[src/rtl/karatsuba32_seq.sv]
// Sequential 32x32 unsigned Karatsuba multiplier sharing one external 18x18 unit
// over three partial products (HH, LL, MM), recombined into a 64-bit product.
module karatsuba32_seq #(
  parameter int WIDTH = 32,
  parameter int HALF  = WIDTH / 2,
  parameter int MUL_W = 18
) (
  input  logic                 clk,
  input  logic                 rst_n,
  input  logic                 start,
  input  logic [WIDTH-1:0]     a,
  input  logic [WIDTH-1:0]     b,
  output logic                 busy,
  output logic                 done,
  output logic [2*WIDTH-1:0]   p,
  output logic [MUL_W-1:0]     mul_x,
  output logic [MUL_W-1:0]     mul_y,
  input  logic [2*MUL_W-1:0]   mul_p
);

  localparam int PROD_W = 2 * MUL_W;
  localparam int MID_W  = PROD_W + 2;

  typedef enum logic [2:0] {
    IDLE,
    HH,
    LL,
    MM,
    COMB
  } state_t;

  state_t               state;
  logic [WIDTH-1:0]     a_r;
  logic [WIDTH-1:0]     b_r;
  logic [PROD_W-1:0]    z2;
  logic [PROD_W-1:0]    z0;
  logic [PROD_W-1:0]    z1;
  logic [HALF:0]        sa;
  logic [HALF:0]        sb;

  // An approximate multiplier can make z1 < z2 + z0, so mid must be signed
  // and sign-extended before shifting into the 64-bit sum.
  function automatic logic [2*WIDTH-1:0] recombine(
    input logic [PROD_W-1:0] hi,
    input logic [PROD_W-1:0] mi,
    input logic [PROD_W-1:0] lo
  );
    logic signed [MID_W-1:0] mid;
    logic [2*WIDTH-1:0]      mid_ext;
    mid     = $signed({2'b00, mi}) - $signed({2'b00, hi}) - $signed({2'b00, lo});
    mid_ext = {{(2*WIDTH-MID_W){mid[MID_W-1]}}, mid};
    return ((2*WIDTH)'(hi) << WIDTH) + (mid_ext << HALF) + (2*WIDTH)'(lo);
  endfunction

  assign sa   = {1'b0, a_r[WIDTH-1:HALF]} + {1'b0, a_r[HALF-1:0]};
  assign sb   = {1'b0, b_r[WIDTH-1:HALF]} + {1'b0, b_r[HALF-1:0]};
  assign busy = (state != IDLE);

  // Operand mux: state decode -> multiplier -> z register is the critical path.
  always_comb begin
    mul_x = '0;
    mul_y = '0;
    case (state)
      HH: begin
        mul_x = MUL_W'(a_r[WIDTH-1:HALF]);
        mul_y = MUL_W'(b_r[WIDTH-1:HALF]);
      end
      LL: begin
        mul_x = MUL_W'(a_r[HALF-1:0]);
        mul_y = MUL_W'(b_r[HALF-1:0]);
      end
      MM: begin
        mul_x = MUL_W'(sa);
        mul_y = MUL_W'(sb);
      end
      default: ;
    endcase
  end

  always_ff @(posedge clk or negedge rst_n) begin
    if (!rst_n) begin
      state <= IDLE;
      done  <= 1'b0;
      p     <= '0;
      a_r   <= '0;
      b_r   <= '0;
      z2    <= '0;
      z0    <= '0;
      z1    <= '0;
    end else begin
      done <= 1'b0;
      case (state)
        IDLE: begin
          if (start) begin
            a_r   <= a;
            b_r   <= b;
            state <= HH;
          end
        end
        HH: begin
          z2    <= mul_p;
          state <= LL;
        end
        LL: begin
          z0    <= mul_p;
          state <= MM;
        end
        MM: begin
          z1    <= mul_p;
          state <= COMB;
        end
        COMB: begin
          p     <= recombine(z2, z1, z0);
          done  <= 1'b1;
          state <= IDLE;
        end
        default: state <= IDLE;
      endcase
    end
  end

endmodule

[config.mk]
export PLATFORM = sky130hd
export DESIGN_NAME = karatsuba32_seq
export DESIGN_NICKNAME = d
export VERILOG_FILES = /design/src/rtl/karatsuba32_seq.sv
export SDC_FILE = /design/constraint.sdc
export NUM_CORES = 1
export LEC_CHECK = 0
export BUFFER_PORTS_ARGS = -buffer_cell sky130_fd_sc_hd__buf_2
export CAP_MARGIN = 20
export CORE_MARGIN = 1.5
export CORE_UTILIZATION = 64
export DETAILED_ROUTE_END_ITERATION = 12
export GPL_TIMING_DRIVEN = 0
export PLACE_DENSITY = 0.87
export SLEW_MARGIN = 20
export SYNTH_ARGS = -nofsm -noshare
export SYNTH_HDL_FRONTEND = slang
export SYNTH_SLANG_ARGS = --single-unit
export TNS_END_PERCENT = 100
[constraint.sdc]
create_clock -name clk -period 9.9 [get_ports clk]
set_input_delay 2.97 -clock clk [delete_from_list [all_inputs] [get_ports clk]]
set_output_delay 2.97 -clock clk [all_outputs]
set_load 0.01 [all_outputs]
==> results of run 1 <==
==> state kept, by name (all words and copies together), names as in the netlist <==
name,cells
state,3
b_r,32
z0,36
done,1
a_r,32
z1,36
z2,36
p,64
==> worst paths after layout <==
check,from,endpoint,slack (ns),depth (start not counted)
worst max-delay path,z2[1],p[63],1.42,32
worst min-delay path,p[46],p[46],0.47,2
worst max register to register,z2[1],p[63],1.42,32
worst min register to register,p[46],p[46],0.47,2
max in group asynchronous,rst_n,a_r[2],6.81,2
min in group asynchronous,rst_n,done,2.32,1
==> synthesized netlist by cell type (6+ instances only) <==
cell | count | share of area (%)
nand2_1 | 308 | 6.8
dfrtp_1 | 240 | 35
o21ai_0 | 201 | 5.9
ha_1 | 193 | 14
a21oi_1 | 137 | 4.0
inv_1 | 120 | 2.6
xnor2_1 | 84 | 4.3
mux2_2 | 68 | 4.5
a21o_1 | 65 | 2.9
nor2_1 | 60 | 1.3
clkbuf_1 | 55 | 1.2
xor2_1 | 42 | 2.2
o21bai_1 | 30 | 1.3
nand3_1 | 26 | 0.76
a22oi_1 | 24 | 1.1
nand2b_1 | 24 | 0.88
nor3_1 | 21 | 0.62
o21a_1 | 21 | 0.93
a31oi_1 | 15 | 0.55
and3_1 | 15 | 0.55
nor2b_1 | 15 | 0.55
o21ai_1 | 10 | 0.29
a211oi_1 | 9 | 0.40
fa_1 | 9 | 1.1
a221o_1 | 7 | 0.41
and4_1 | 7 | 0.36
o31ai_1 | 7 | 0.31
or3_1 | 7 | 0.26
nand4_1 | 6 | 0.22
==> cell families (layout without fill, tap and decap cells) <==
kind of cell    Yosys count  in the layout  share of synthesized area, %
compound gates          579            579                          21.0
xor+xnor                126            126                          6.49
fa+ha+maj               202            202                          15.3
buf+inv                 183            437                          4.08
flops                   240            240                          35.3
mux                      72             72                          4.74
other cells               1              2                        0.0220
simple gates            509            509                          13.2
==> metal layers <==
layer	track usage, %	up-vias	routed length [um]
li1	-	7223	-
met1	44.2	7306	19800
met2	58.9	685	22900
met3	5.62	150	3740
met4	14.4	2	2110
met5	0	-	11
==> tightest hold or removal path, cell delays in order (launching register included) <==
cell and delay, ns:
dfrtp_1 0.33, nand2_1 0.04, o21ai_0 0.06
==> metrics by stage <==
step                      cells  hold WS, ns  area, sq um
after floorplan            1913        0.450        17000
after global placement     2450        0.451        18400
after detailed placement   2453        0.458        18500
after CTS                  2502        0.472        19500
after global routing       2502        0.496        19500
final                      2502        0.471        19500
==> layout make-up <==
class / count / area, sq um
fill: 1884 / 6570
sequential: 240 / 6010
inverter: 122 / 458
buffer: 61 / 236
clock inverter: 7 / 129
tap: 335 / 419
clock buffer: 42 / 822
timing repair buffer: 205 / 1100
multi-input combinational: 1490 / 10300
==> metrics.csv, run 1 <==
metric;value;unit
arrival;8.92;ns
rsz0062_at_grt;no;
worst_slack;1.42;ns
grt_pass1_wl;77400;um
synth_cell_types;70;
drt_iter0_drc;1203;
cts_inserted_buffers;27;
worst_hold_path_type;register to register;
cts_tree;done;
grt_pass1_vias;15037;
ys.flop_type;dfrtp_1;
syn2layout_area_growth;14.6;%
syn_avg_cell_area;8.90;sq um
slew_violations;0;
drt_first_pass_iters;6;
ys_ff_latch;240;
synth_cells;1912;
antenna_found_initial;1;
fp.dieW;166;um
cts_resized;0;
path_max_fanout;7;
setup_violations;0;
synth_warnings;0;
grt_usage;34.7;%
cpMaxStageDelayCell;o41ai_1;
slew_headroom;19.6;%
clock_latency;0.55;ns
n_antenna_cell;0;
min_period;8.48;ns
dp_slack;1.65;ns
wl;48600;um
crit_buf_inv;1;
initial_core_util;65.3;%
postLayoutCoreUtil;74.8;%
cap_violations;0;
synth_edf_count;0;
drc;0;
fp.dieH;166;um
hold_buffers;0;
ys_seq_area_share;35.3;%
fin_crit_sh;85.7;%
crit_type;register to register;
cts_setup_buffers;0;
fin_nets;2452;
layout_commonest_cell;nand2_1;
drive_gt1_share;15.2;%
critPathLaunchType;register;
cts.sinks;240;
io_pins;205;
mappedNetlistArea;17000;sq um
worstSetupEndpointType;register;
dpl.hpwl;37800;um
wl_per_cell;19.4;um
port_buffers;202;
dieArea;27600;sq um
grt_overflow_total;0;
fmax;118;MHz
cp_top_family;compound AO/OA/AOI/OAI gates;
grt_max_degree;75;
detail-route-antenna-nets;0;
core;26100;sq um
hold_viol;0;
tightestPinTransition;1.19;ns
synthArstFlopShare;100;%
max_stage_delay;1.04;ns
required;10.34;ns
final_cell_mix;308 x nand2_1, 240 x dfrtp_1, 201 x o21ai_0, 201 x buf_2, 193 x ha_1;
clk_path_buf_depth;3;
rows;59;
status;finished clean;
clock-skew-final;0.0105;ns
root_buffer;clkbuf_16;
worst_path_most_repeated_cell;a21oi_1;
via_count;15366;
vias_per_cell;6.14;
fin_setup_tns;0;ns
h-tree-depth;1;
gp_congestion;0.968;
clk_pin_slew;0.06;ns
Power of run 1 is not shown: default switching activity piles up to over one toggle a cycle in this logic, so the estimate is an artifact.
==> run 2: changes to the inputs <==
Settings changed: ABC_AREA set to 1, CORE_UTILIZATION 64 to 65.
==> run 2 against run 1 <==
  * Design area is 11% higher
  * Setup slack better by 1.9 ns
  * Worst hold slack better by 0.0047 ns
  * Critical path type unchanged
  * Count of clock-buffer cells in the layout shrank 2
==> metrics.csv, run 2 <==
metric;value;unit
detail-route-antenna-nets;0;
grt_overflow_total;0;
whs_endpoint;p[38];
fp.dieH;175;um
cts_setup_buffers;0;
final_cell_mix;695 x nand2_1, 278 x inv_1, 240 x dfrtp_1;
fin_nets;3132;
path_max_fanout;5;
cts.sinks;240;
worst_path_most_repeated_cell;nand2_1;
setup_violations;0;
synth_area_leader_cell;dfrtp_1;
cts_resized;0;
regMostFlops;p;
syn_avg_cell_area;7.38;sq um
antenna_found_initial;4;
clk_path_buf_depth;3;
status;finished clean;
grt_pass1_wl;107000;um
hold_depth;2;
synth_cell_types;63;
cp_top_family;simple AND/OR/NAND/NOR gates;
seq_area;6010;sq um
min_period;6.61;ns
rsz0062_at_grt;no;
worstHoldStart;p[38];
synth_edf_count;0;
drt_iter0_drc;2219;
mappedNetlistArea;19100;sq um
synth_cells;2592;
synthArstFlopShare;100;%
cts_tree;done;
wl;69200;um
synth_top_area_share;31.4;%
gp_congestion;1.07;
grt_usage;45.4;%
clock-skew-final;0.0263;ns
postLayoutCoreUtil;75.2;%
multi_input_area;11800;sq um
r2r_setup_slack;3.29;ns
dpl.hpwl;54500;um
dieArea;30500;sq um
core;28900;sq um
fill_cells;2189;
grt_pass1_vias;19833;
dp_slack;3.59;ns
synth_most_common_cell;nand2_1;
fp.dieW;175;um
cts_inserted_buffers;28;
rows;62;
ys.flop_type;dfrtp_1;
drc;0;
hold_viol;0;
ys_ff_latch;240;
synth_warnings;0;
via_count;19896;
grt_max_degree;107;
largest_register_ffs;64;
syn2layout_area_growth;13.5;%
slew_violations;0;
vias_per_cell;6.15;
ys_seq_area_share;31.4;%
synth_area_leaders;dfrtp_1 31%, nand2_1 14%, ha_1 13%, inv_1 5.5%, o21ai_0 4.7%;
ys_top_cells_by_count;695 x nand2_1, 278 x inv_1, 240 x dfrtp_1, 202 x nor2_1, 193 x ha_1;
crit_type;register to register;
fin_setup_tns;0;ns
r2r_end;p[63];
worstSetupEndpointType;register;
clock_latency;0.59;ns
drt_first_pass_iters;6;
drive_gt1_share;14.4;%
reg2reg_depth;34;
critPathLaunchType;register;
required;10.37;ns
fin_crit_sh;66.8;%
io_pins;205;
initial_core_util;66.3;%
slew_headroom;32.9;%
arrival;7.08;ns
max_stage_delay;0.52;ns
port_buffers;202;
root_buffer;clkbuf_16;
h-tree-depth;1;
reg2reg_from;z2[4];
layout_commonest_cell;nand2_1;
tightestPinTransition;1.01;ns
crit_buf_inv;4;
cpMaxStageDelayCell;a21oi_1;
cap_violations;0;
n_antenna_cell;0;
clk_pin_slew;0.06;ns
worst_slack;3.29;ns
fmax;151;MHz
hold_buffers;0;
wl_per_cell;21.4;um
worst_hold_path_type;register to register;
[run 2: cell types whose count changed after synthesis, moves of 19 or more]
| cell | delta |
|---|---|
| nand3_1 | +93 |
| nor2_1 | +142 |
| nand2b_1 | -22 |
| a22oi_1 | -23 |
| inv_1 | +158 |
| a31oi_1 | +20 |
| o21ai_0 | -23 |
| a21o_1 | -36 |
| xnor2_1 | -45 |
| nand2_1 | +387 |
| clkbuf_1 | -19 |
| a21oi_1 | +31 |
[run 2: layout make-up]
cell class	count	share of cell area, %
tap	384	2.21
sequential	240	27.7
inverter	297	5.13
clock inverter	12	0.870
buffer	55	1.04
timing repair buffer	204	4.96
multi-input combinational	2001	54.3
clock buffer	40	3.80
[run 2: layer usage]
layer | part of all wire (%) | global-route usage [%]
met1 | 37 | 55.0
met3 | 9.4 | 7.75
met4 | 7.0 | 26.6
met2 | 46 | 76.4
met5 | 0 | 0
[run 2: how the worst max path moves through the flow]
stage / startpoint / endpoint / slack [ns] / cells past startpoint
after CTS: z2[3] / p[45] / 3.57 / 28
after global routing: z2[10] / p[63] / 2.99 / 34
final: z2[4] / p[63] / 3.29 / 34
after floorplan: z2[0] / p[61] / 4.85 / 30
after global placement: rst_n / a_r[29] / 1.92 / 1
after detailed placement: z2[3] / p[45] / 3.59 / 28
[run 2: worst register-to-register path: cells and delay by family (launching register included)]
family	cells	cell delay [ns]
AO/OA/AOI/OAI	6	1.42
flip-flops	1	0.50
adder cells (fa/ha/maj)	4	1.50
XOR/XNOR	2	0.45
AND/OR/NAND/NOR	18	2.30
buffers and inverters	4	0.33
[run 2: through the flow]
stage / instance area, sq um / hold WS, ns / std cells
after floorplan: 19100 / 0.446 / 2593
after global placement: 20600 / 0.457 / 3179
after detailed placement: 20700 / 0.462 / 3181
after CTS: 21700 / 0.478 / 3233
after global routing: 21700 / 0.495 / 3233
final: 21700 / 0.475 / 3233
[run 2: kinds of logic after synthesis]
| family | synth area share, % |
|---|---|
| adders and majority gates | 13.6 |
| DFF | 31.4 |
| buffers and inverters | 7.00 |
| AOI/OAI and AO/OA | 15.7 |
| other | 0.0196 |
| muxes | 3.30 |
| xor gates and xnor gates | 4.26 |
| and+or+nand+nor | 24.8 |
Power of run 2 is left out for the same reason.
==> run 3: changes to the inputs <==
Settings changed: CORE_UTILIZATION 65 to 55, PLACE_DENSITY 0.87 to 0.78.
Clock period 9.9 ns to 5.7 ns, I/O delays scaled along.
==> run 3 against run 2 <==
  * The flow now finishes with violations (negative setup slack)
  * Global-route usage fell by 7.1 points
  * Setup slack lost 3.4 ns
  * Die area is 18% higher
  * Wire length is 5.9% higher
  * First-iteration DRC count fell by 29%
  * Register-to-register slack got worse by 3.4 ns
  * Clock skew grew 0.0044 ns
  * Count of clock-buffer cells in the layout fell by 2
  * Core utilization down 2.5 points
  * Critical path type unchanged
  * Highest routed layer unchanged
==> metrics.csv, run 3 (synthesized netlist as in run 2, its figures left out) <==
metric;value;unit
status;complete, but fails checks;
violations;negative setup slack;
wl;73200;um
grt_usage;38.4;%
syn2layout_area_growth;30.7;%
clk_pin_slew;0.06;ns
crit_end;p[61];
grt_max_degree;88;
reg2reg_depth;31;
antenna_found_initial;1;
fp.dieH;190;um
critPathLaunchType;register;
vias_per_cell;5.90;
required;6.22;ns
dieArea;35900;sq um
h-tree-depth;1;
dpl.hpwl;56100;um
worstSetupEndpointType;register;
drt_iter0_drc;1566;
cpMaxStageDelayCell;dfrtp_1;
detail-route-antenna-nets;0;
core;34400;sq um
hold_depth;2;
cts_inserted_buffers;28;
rows;68;
slew_violations;0;
fp.dieW;190;um
gp_congestion;1.02;
drive_gt1_share;30.6;%
n_antenna_cell;0;
worst_hold_path_type;register to register;
min_period;5.78;ns
port_buffers;202;
fin_crit_sh;101;%
grt_pass1_vias;19338;
worstSetupStartpoint;z2[0];
fmax;173;MHz
setup_violations;5;
clock_latency;0.61;ns
initial_core_util;55.7;%
fin_nets;3231;
reg2reg_from;z2[0];
grt_overflow_total;0;
tightestPinTransition;0.739;ns
crit_type;register to register;
cts_tree;done;
clk_path_buf_depth;3;
max_stage_delay;0.41;ns
dp_slack;-1.04;ns
r2r_setup_slack;-0.08;ns
slew_headroom;50.8;%
drc;0;
cts.sinks;240;
drt_first_pass_iters;6;
fill_cells;2633;
layout_commonest_cell;nand2_1;
wl_per_cell;21.5;um
io_pins;205;
root_buffer;clkbuf_16;
grt_pass1_wl;106000;um
hold_buffers;0;
cap_violations;0;
worst_slack;-0.0813;ns
hold_viol;0;
regMostFlops;p;
final_cell_mix;638 x nand2_1, 242 x inv_1, 222 x dfrtp_1;
arrival;6.30;ns
clock-skew-final;0.0307;ns
path_max_fanout;5;
r2r_end;p[61];
largest_register_ffs;64;
via_count;20058;
-- run 3: cell count changes in the layout (fill, tap and decap cells not counted), sizes merged --
cell    before  now
buf        223  321
clkbuf      76   74
nand2      709  710
inv        296  297
bufinv       4    2
clkinv       9   10
-- run 3: repair_timing --
item | 4_1_cts | 5_1_grt
gates cloned | 1 | 0
pin swaps | 28 | 158
gates resized for setup | 143 | 392
endpoints found under the hold margin | 0 | 0
buffers inserted | 27 | 71
endpoints found under the setup margin | 29 | 31
-- run 3: through the flow --
stage / util (%) / hold slack [ns] / setup TNS, ns / cells / area (sq um)
after global placement: 60.3 / 0.459 / -291.47 / 3250 / 20700
after floorplan: - / 0.446 / 0 / 2593 / 19100
final: 72.8 / 0.473 / -0.150 / 3401 / 25000
after global routing: 72.8 / 0.493 / -2.99 / 3401 / 25000
after detailed placement: 60.5 / 0.461 / -17.15 / 3252 / 20800
after CTS: 65.8 / 0.478 / -0.0269 / 3330 / 22600
-- run 3: worst max-delay path: cells and delay by family (launching register included) --
family / cells / cell delay [ns]
buffers and inverters: 3 / 0.43
DFF: 1 / 0.41
and+or+nand+nor: 14 / 1.93
AOI/OAI and AO/OA: 7 / 1.04
adders and majority gates: 5 / 1.30
xor gates and xnor gates: 2 / 0.58
-- run 3: worst min-delay path by stage --
stage | startpoint | end
after floorplan | z1[10] | z1[10]
after global placement | z1[30] | z1[30]
after detailed placement | p[51] | p[51]
after CTS | p[48] | p[48]
after global routing | p[51] | p[51]
final | p[57] | p[57]
-- run 3: routing by layer --
layer | GRT usage, % | part of all wire, % | up-vias | routed length, um
li1 | - | - | 9266 | -
met1 | 44.0 | 37 | 9601 | 27200
met2 | 68.9 | 49 | 930 | 35700
met3 | 5.74 | 7.0 | 261 | 5100
met4 | 20.0 | 7.2 | 0 | 5240
met5 | 0 | 0 | - | 0
-- run 3: final cells by class --
type / count / area, sq um / share of cell area, %
plain buffers: 55 / 225 / 0.901
clock buffers: 38 / 808 / 3.23
clock inverters: 12 / 143 / 0.570
inverters: 297 / 1120 / 4.47
multi-input cells: 2002 / 14300 / 57.2
flip-flops and latches: 240 / 6030 / 24.1
well taps: 455 / 569 / 2.28
repair buffers: 302 / 1820 / 7.27
Power of run 3 is left out for the same reason.
